[config.mk]
export PLATFORM = sky130hd
export DESIGN_NAME = csa_resolver
export DESIGN_NICKNAME = d
export VERILOG_FILES = /design/src/rtl/csa_pkg.sv /design/src/rtl/csa_chunk_add.sv /design/src/rtl/csa_resolver.sv
export SDC_FILE = /design/constraint.sdc
export NUM_CORES = 1
export LEC_CHECK = 0
export BUFFER_PORTS_ARGS = -buffer_cell sky130_fd_sc_hd__buf_2
export CORE_MARGIN = 8
export CORE_UTILIZATION = 35
export CTS_BUF_LIST = sky130_fd_sc_hd__clkbuf_4
export DETAILED_ROUTE_END_ITERATION = 10
export GPL_TIMING_DRIVEN = 0
export PLACE_DENSITY_LB_ADDON = 0.05
export SLEW_MARGIN = 20
export SYNTH_ARGS = -nofsm -noshare
export SYNTH_HDL_FRONTEND = slang
export SYNTH_SLANG_ARGS = --single-unit
export TNS_END_PERCENT = 5
[constraint.sdc]
create_clock -name clk_i -period 4.2 [get_ports clk_i]
set_input_delay 0.21 -clock clk_i [delete_from_list [all_inputs] [get_ports clk_i]]
set_output_delay 0.21 -clock clk_i [all_outputs]
set_load 0.005 [all_outputs]
[src/rtl/csa_pkg.sv]
// Shared constants and FSM state type for the carry-save resolver.
package csa_pkg;

    localparam int CSA_BITS   = 48;
    localparam int CSA_CHUNK  = 16;
    localparam int CSA_NCHUNK = CSA_BITS / CSA_CHUNK;

    typedef enum logic [1:0] {
        IDLE = 2'd0,
        ADD  = 2'd1,
        DONE = 2'd2
    } csa_state_e;

endpackage

[src/rtl/csa_chunk_add.sv]
// Combinational CHUNK-bit adder with carry in/out; one slice of the resolver.
module csa_chunk_add #(
    parameter int CHUNK = 16
) (
    input  logic [CHUNK-1:0] a_i,
    input  logic [CHUNK-1:0] b_i,
    input  logic             cin_i,
    output logic [CHUNK-1:0] sum_o,
    output logic             cout_o
);

    // Widen by one bit so the carry out falls into the MSB.
    assign {cout_o, sum_o} = {1'b0, a_i} + {1'b0, b_i} + (CHUNK+1)'(cin_i);

endmodule

[src/rtl/csa_resolver.sv]
// Carry-save to binary resolver: adds the latched sum and carry vectors
// CHUNK bits per cycle through a single shared chunk adder.
// Optional feature macro: CSA_RESOLVER_COUT_EN adds the cout_o port
// (carry out of bit BITS-1, registered with the result).
module csa_resolver
    import csa_pkg::*;
#(
    parameter int BITS  = CSA_BITS,
    parameter int CHUNK = CSA_CHUNK
) (
    input  logic            clk_i,
    input  logic            rst_i,
    input  logic            in_valid_i,
    output logic            in_ready_o,
    input  logic [BITS-1:0] sum_i,
    input  logic [BITS-1:0] carry_i,
    output logic            out_valid_o,
    input  logic            out_ready_i,
    output logic [BITS-1:0] result_o,
`ifdef CSA_RESOLVER_COUT_EN
    output logic            cout_o,
`endif
    output logic            busy_o
);

    localparam int N  = BITS / CHUNK;
    localparam int KW = (N > 1) ? $clog2(N) : 1;

    // Uneven chunking would leave a partial slice; refuse to build.
    if (BITS % CHUNK != 0) begin : g_bad_chunk
        $error("csa_resolver: BITS must be a multiple of CHUNK");
    end

    csa_state_e      state_q, state_d;
    logic [KW-1:0]   k_q;
    logic            rcarry_q;
    logic [BITS-1:0] sum_q;
    logic [BITS-1:0] carry_q;
    logic [BITS-1:0] result_q;
    logic            accept;
    logic            last_chunk;
    logic [CHUNK-1:0] add_sum;
    logic             add_cout;

    assign in_ready_o  = (state_q == IDLE) || ((state_q == DONE) && out_ready_i);
    assign accept      = in_valid_i && in_ready_o;
    assign last_chunk  = (k_q == KW'(N - 1));
    assign out_valid_o = (state_q == DONE);
    assign busy_o      = (state_q == ADD);
    assign result_o    = result_q;

    csa_chunk_add #(.CHUNK(CHUNK)) u_add (
        .a_i    (sum_q[k_q*CHUNK +: CHUNK]),
        .b_i    (carry_q[k_q*CHUNK +: CHUNK]),
        .cin_i  (rcarry_q),
        .sum_o  (add_sum),
        .cout_o (add_cout)
    );

    // Next-state: accept wins from IDLE/DONE; ADD runs until the last chunk.
    always_comb begin
        state_d = state_q;
        case (state_q)
            IDLE: if (accept) state_d = ADD;
            ADD:  if (last_chunk) state_d = DONE;
            DONE: begin
                if (accept)           state_d = ADD;
                else if (out_ready_i) state_d = IDLE;
            end
            default: state_d = IDLE;
        endcase
    end

    // State register; reset overrides any handshake in the same cycle.
    always_ff @(posedge clk_i) begin
        if (rst_i) state_q <= IDLE;
        else       state_q <= state_d;
    end

    // Datapath: latch operands on accept, then resolve one chunk per ADD cycle.
    always_ff @(posedge clk_i) begin
        if (rst_i) begin
            k_q      <= '0;
            rcarry_q <= 1'b0;
            sum_q    <= '0;
            carry_q  <= '0;
            result_q <= '0;
        end else if (accept) begin
            k_q      <= '0;
            rcarry_q <= 1'b0;
            sum_q    <= sum_i;
            carry_q  <= carry_i;
        end else if (state_q == ADD) begin
            result_q[k_q*CHUNK +: CHUNK] <= add_sum;
            rcarry_q <= add_cout;
            k_q      <= last_chunk ? '0 : k_q + KW'(1);
        end
    end

`ifdef CSA_RESOLVER_COUT_EN
    logic cout_q;

    // Final chunk carry becomes the visible carry out, alongside the result.
    always_ff @(posedge clk_i) begin
        if (rst_i)                             cout_q <= 1'b0;
        else if ((state_q == ADD) && last_chunk) cout_q <= add_cout;
    end

    assign cout_o = cout_q;
`endif

endmodule

# Yosys cells after proc, flatten, opt, wreduce, memory -nomap -nowiden
# Cells that the tools add are included.
op_classes:
  addsub: 4
  eq_ne: 6
  shift: 4
  muxes: 7
  bitwise: 1
  n_reduce_logical: 7
op_table:
  columns: ["op", "count"]
  rows:
  - ["indexed part select 48 x 7 -> 16 bit", 2]
  - ["bitwise mux 48 bit", 1]
  - ["variable shift 16 x 34 -> 48 bit (first input constant)", 1]
  - ["indexed part select 16 x 34 -> 48 bit", 1]
  - ["negation 6 -> 34 bit", 1]
  - ["adder 16 x 16 -> 17 bit", 1]
  - ["adder 17 x 1 -> 17 bit", 1]
  - ["2-to-1 mux 2 bit", 5]
  - ["case mux 2 bit (3 select lines)", 1]
  - ["equality test 2 bit (second input constant)", 2]
  - ["!= test 3 x 1 -> 1 bit (second input constant)", 1]
  - ["AND reduction 3 bit", 1]
  - ["adder 2 x 1 -> 2 bit (second input constant)", 1]
  - ["equality test 2 x 1 -> 1 bit (second input constant)", 1]
  - ["logical AND 1 bit", 2]
  - ["logical NOT 2 bit", 1]
  - ["!= test 2 x 1 -> 1 bit (second input constant)", 1]
  - ["!= test 2 bit (second input constant)", 1]
  - ["AND reduction 2 bit", 1]
  - ["OR reduction 2 bit", 1]
  - ["logical OR 1 bit", 1]
  - ["NOT 1 bit", 1]
word_totals:
  ff_bits: 149
  input_bits: 100
  out_inout_bits: 51
  elab_cells: 35

# Longest topological paths before layout
depth:
  ltp_word: 6
  depth_mapped: 14
  ltp_nobuf: 13

# By module
# From an unflattened synthesis, not the netlist that was laid out.
unflattened:
  cells_unflattened: 878
  hier_area_um2: 7875.1
modules_own_cells:
  columns: ["module", "instances", "cells_each", "area_each_um2", "seq_area_each_um2"]
  rows:
  - ["csa_resolver", 1, 776, 7129.3, 2982.9]
  - ["csa_chunk_add", 1, 102, 745.7, 0.0]

# Worst setup path after synthesis
# Ideal clock, no wire load.
synth_path:
  path_type: "register -> register"
  from: "register k_q[0]"
  to: "register result_q[14] (netlist: result_o[14])"
  setup_time_ps: 117
  t_arrival_ps: 3241
  required_time_ps: 4083
  setup_slack_ps: 842
  path_stages_with_launch: 15
  n_path_buf: 4
  period_less_slack_ps: 3358
  cell_sequence: "dfxtp_1 -> buf_2 -> buf_2 -> buf_2 -> clkbuf_1 -> o22ai_1 -> fa_1 -> inv_1 -> fa_1 -> and2b_1 -> o211ai_2 -> a211oi_2 -> o31a_1 -> xor2_1 -> a22o_1"
synth_via:
  elab_chain_cells: 5
  word_cells_on_any_way: 8
  cone_classes: "3 x add/sub; 4 x shift; 1 x mux"
synth_rtl:
  columns: ["item", "line", "rtl"]
  rows:
  - ["from (decl)", "csa_resolver.sv:35", "logic [KW-1:0] k_q;"]
  - ["from (signal assigned)", "csa_resolver.sv:96", "k_q <= last_chunk ? '0 : k_q + KW'(1);"]
  - ["indexed part select 48 x 7 -> 16 bit (on tied branches)", "csa_resolver.sv:53, csa_resolver.sv:54", null]
  - ["adder 16 x 16 -> 17 bit", "csa_chunk_add.sv:13", "assign {cout_o, sum_o} = {1'b0, a_i} + {1'b0, b_i} + (CHUNK+1)'(cin_i);"]
  - ["adder 17 x 1 -> 17 bit", "csa_chunk_add.sv:13", null]
  - ["indexed part select 16 x 34 -> 48 bit", "csa_resolver.sv:94", "result_q[k_q*CHUNK +: CHUNK] <= add_sum;"]
  - ["bitwise mux 48 bit *", "csa_resolver.sv:94", null]
  - ["to (signal, indexed assignment)", "csa_resolver.sv:94", null]
  - ["to (decl)", "csa_resolver.sv:39", "logic [BITS-1:0] result_q;"]
# Every way passes the cells marked *; elsewhere a longest branch is shown, timed or not.
# A chain may end at the register's enable or synchronous reset.

# Worst setup path in the final report
layout_path:
  from: "register k_q[0]"
  to: "register result_q[46] (netlist: result_o[46])"
# Same word-level chain as after synthesis.

==> key figures <==
Setup path
  – WP data required: 4680 ps
  – R2R Path Start: k_q[0]$_SDFFE_PP0P_
  – CP Capture Type: flip-flop
  – Worst EP arrival: 4420 ps
  – Startpoint Class: flip-flop
  – Reg-to-reg setup timing slack: 270 ps
  – R2R Path End: result_o[46]$_SDFFE_PP0P_
  – R2R depth: 14
  – Crit path max fanout: 10
  – Worst setup path category: flip-flop to flip-flop

STA
  – Worst-margin pin slew: 902 ps
  – Clk_skew: 22.5 ps
  – Setup_tns: 0 ps
  – Hold Slack: 137 ps
  – RSZ-0062 raised after global routing: no
  – Fin crit period: 3930 ps
  – Max Slew Vio Count: 0
  – Final Hold Viols: 0
  – Final Cycle Share: 93.7%
  – Max Fclk: 254 MHz
  – Final setup vio count: 0
  – Rel. slew slack: 39.8%

Synthesis
  – Register bit total from synthesis: 149
  – Count of cell types in the netlist: 62
  – Post-synth top cells: nand2_1, dfxtp_1, a21oi_1
  – Leading area contributor after synthesis: dfxtp_1
  – Asr flop ratio synth: 0%
  – Sequential share of the synthesized area: 44.4%
  – Yosys warning count: 0
  – Yosys top cell area share: 44.4%
  – Synth Flop Type: dfxtp_1
  – Post-synth EDFFs: 0
  – Synth top area cells: dfxtp_1, nand2_1, a21oi_1, mux2i_1, ha_1
  – Top-count cell post-synth: nand2_1
  – Synth Instances: 819
  – Avg Inst Size Synth: 8.21 um2
  – Synthesized area: 0.00672 mm2
  – Post-Syn Nets: 942

Placement
  – Post-DP HPWL: 17000 um
  – # placed instances: 1203
  – Number of port buffers: 150
  – GP Congestion: 0.813

CTS
  – H-tree depth: 4
  – Latest clock arrival within the worst-skew pair: 550 ps
  – Root Buffer: clkbuf_4
  – Sinks on Clock Net: 149
  – CTS tree: yes
  – TritonCTS buffer count: 17
  – Postcts setup bufs: 0
  – Clock buffer depth: 2
  – Worst-path clk slew: 130 ps

Min path
  – Hold depth: 3
  – Hold WC Path Type: input pin to flip-flop
  – Start point of the worst hold path: rst_i
  – Worst hold path endpoint: result_o[24]$_SDFFE_PP0P_

GRT
  – First-pass GRT wire length: 35600 um
  – Largest net degree at the start of global routing: 17
  – Gr usage total: 19.0%
  – GR Overflow Total: 0
  – Vias in the first global route: 6479
  – Initial antenna violation count: 1

Final layout
  – Nets: 1207
  – Non-Filler Instances: 1332
  – Area Growth Syn to Fin: 35.0%
  – Share of cells above drive strength 1: 20.2%

Floorplan
  – Die ar.: 0.0239 mm2
  – Chip height: 155 um
  – IO Count: 151
  – Rows: 50
  – Core area: 0.0188 mm2
  – Die W: 155 um
  – Starting Density: 35.8%

Detailed routing
  – Initial DRT Pass Iterations: 4
  – Routed Wire Length: 22600 um
  – DR vias/cell: 4.85
  – Routed vias: 6462
  – Post-route DRC: 0
  – Final ANT Viol Nets: 0
  – Initial detailed-routing violation count: 274
  – Avg WL per Cell: 17.0 um

Power
  – Leak Pwr: 3.77 nW
  – Worst vdd ir: 0.000187 V
  – Ratio of total power to cell area: 344 mW/mm2

Outcome
  – Status: complete, no violations

Run
  – Maxcap violations: 0
worst max path at each step:
stage | startpoint | end | cells after the start
3_3_place_gp | k_q[0]$_SDFFE_PP0P_ | result_o[14]$_SDFFE_PP0P_ | 14
3_5_place_dp | k_q[0]$_SDFFE_PP0P_ | result_o[14]$_SDFFE_PP0P_ | 14
2_1_floorplan | k_q[0]$_SDFFE_PP0P_ | result_o[14]$_SDFFE_PP0P_ | 14
6_report | k_q[0]$_SDFFE_PP0P_ | result_o[46]$_SDFFE_PP0P_ | 14
4_1_cts | k_q[0]$_SDFFE_PP0P_ | result_o[46]$_SDFFE_PP0P_ | 14
5_1_grt | k_q[1]$_SDFFE_PP0P_ | result_o[30]$_SDFFE_PP0P_ | 14
power by group:
group	internal (mW)	switching, mW
Sequential	1.48	0.0373
Clock	0.486	0.553
Combinational	0.242	0.326
Total	2.21	0.916
layout by cell type, fill, tap and decap left out, types with 3 or more instances in the layout:
cell / count
a211oi_2: 3
a21oi_1: 116
a221o_1: 3
a22o_1: 15
a22oi_1: 23
buf_2: 159
bufinv_16: 4
clkbuf_1: 34
clkbuf_4: 20
clkinvlp_4: 3
dfxtp_1: 149
dlygate4sd3_1: 97
ha_1: 21
inv_1: 9
inv_6: 5
mux2i_1: 33
nand2_1: 243
nand2b_1: 5
nand3_1: 4
nor2_1: 34
o211ai_1: 3
o21ai_0: 23
o21ai_1: 6
o21ai_2: 3
o22ai_1: 14
or3_1: 3
xnor2_1: 6
xor2_1: 5
layout make-up:
class / instances / area [um2]
timing repair buffer: 247 / 1720
clock buffer: 18 / 135
inverter: 9 / 33.8
clock inverter: 14 / 196
antenna: 1 / 2.50
buffer: 49 / 209
sequential: 149 / 2980
tap: 234 / 293
multi-input combinational: 611 / 3500
fill: 1940 / 9690
state kept, by name (all words and copies together), names as in the netlist:
register  flops
sum_q        48
k_q           2
state_q       2
result_o     48
carry_q      48
rcarry_q      1
critical path: stages, from the launching register on:
cell and delay (ps):
dfxtp_1 380, buf_2 240, clkbuf_4 300, clkbuf_4 300, mux2i_1 110, o22ai_1 320, fa_1 310, inv_1 70
fa_1 400, and2b_1 250, o211ai_2 110, a211oi_2 330, o31a_1 240, xor2_1 340, a22o_1 180
per-layer routing:
layer  share of wire (%)  global-route usage (%)  routed length, um
met5                   0                       0                  0
met1                  48                    24.9              10800
met2                  47                    30.9              10500
met4                 1.5                    4.62                338
met3                 4.1                    4.57                928
kinds of logic after synthesis:
logic type	Yosys count	share of synthesized area, %
simple gates	313	19.6
compound gates	229	21.2
flops	149	44.4
buf+inv	59	3.56
mux	35	5.31
fa+ha+maj	23	4.51
xor+xnor	11	1.43
what timing repair did:
action | 4_1_cts | 5_1_grt
gates resized for setup | 0 | 6
endpoints found under the setup margin | 0 | 10
hold endpoints to repair | 97 | 0
hold buffers | 97 | 0
metrics by stage:
step	worst slack [ps]	area [um2]	power [mW]	utilization, %
finish	266	9070	3.13	48.4
global route	44.4	9070	3.29	48.4
CTS	61.3	9070	3.16	48.3
detailed placement	111	7760	2.05	41.4
global placement	82.4	7760	2.05	41.4
floorplan	842	6720	1.85	-
(Power assumes the default switching activity.)
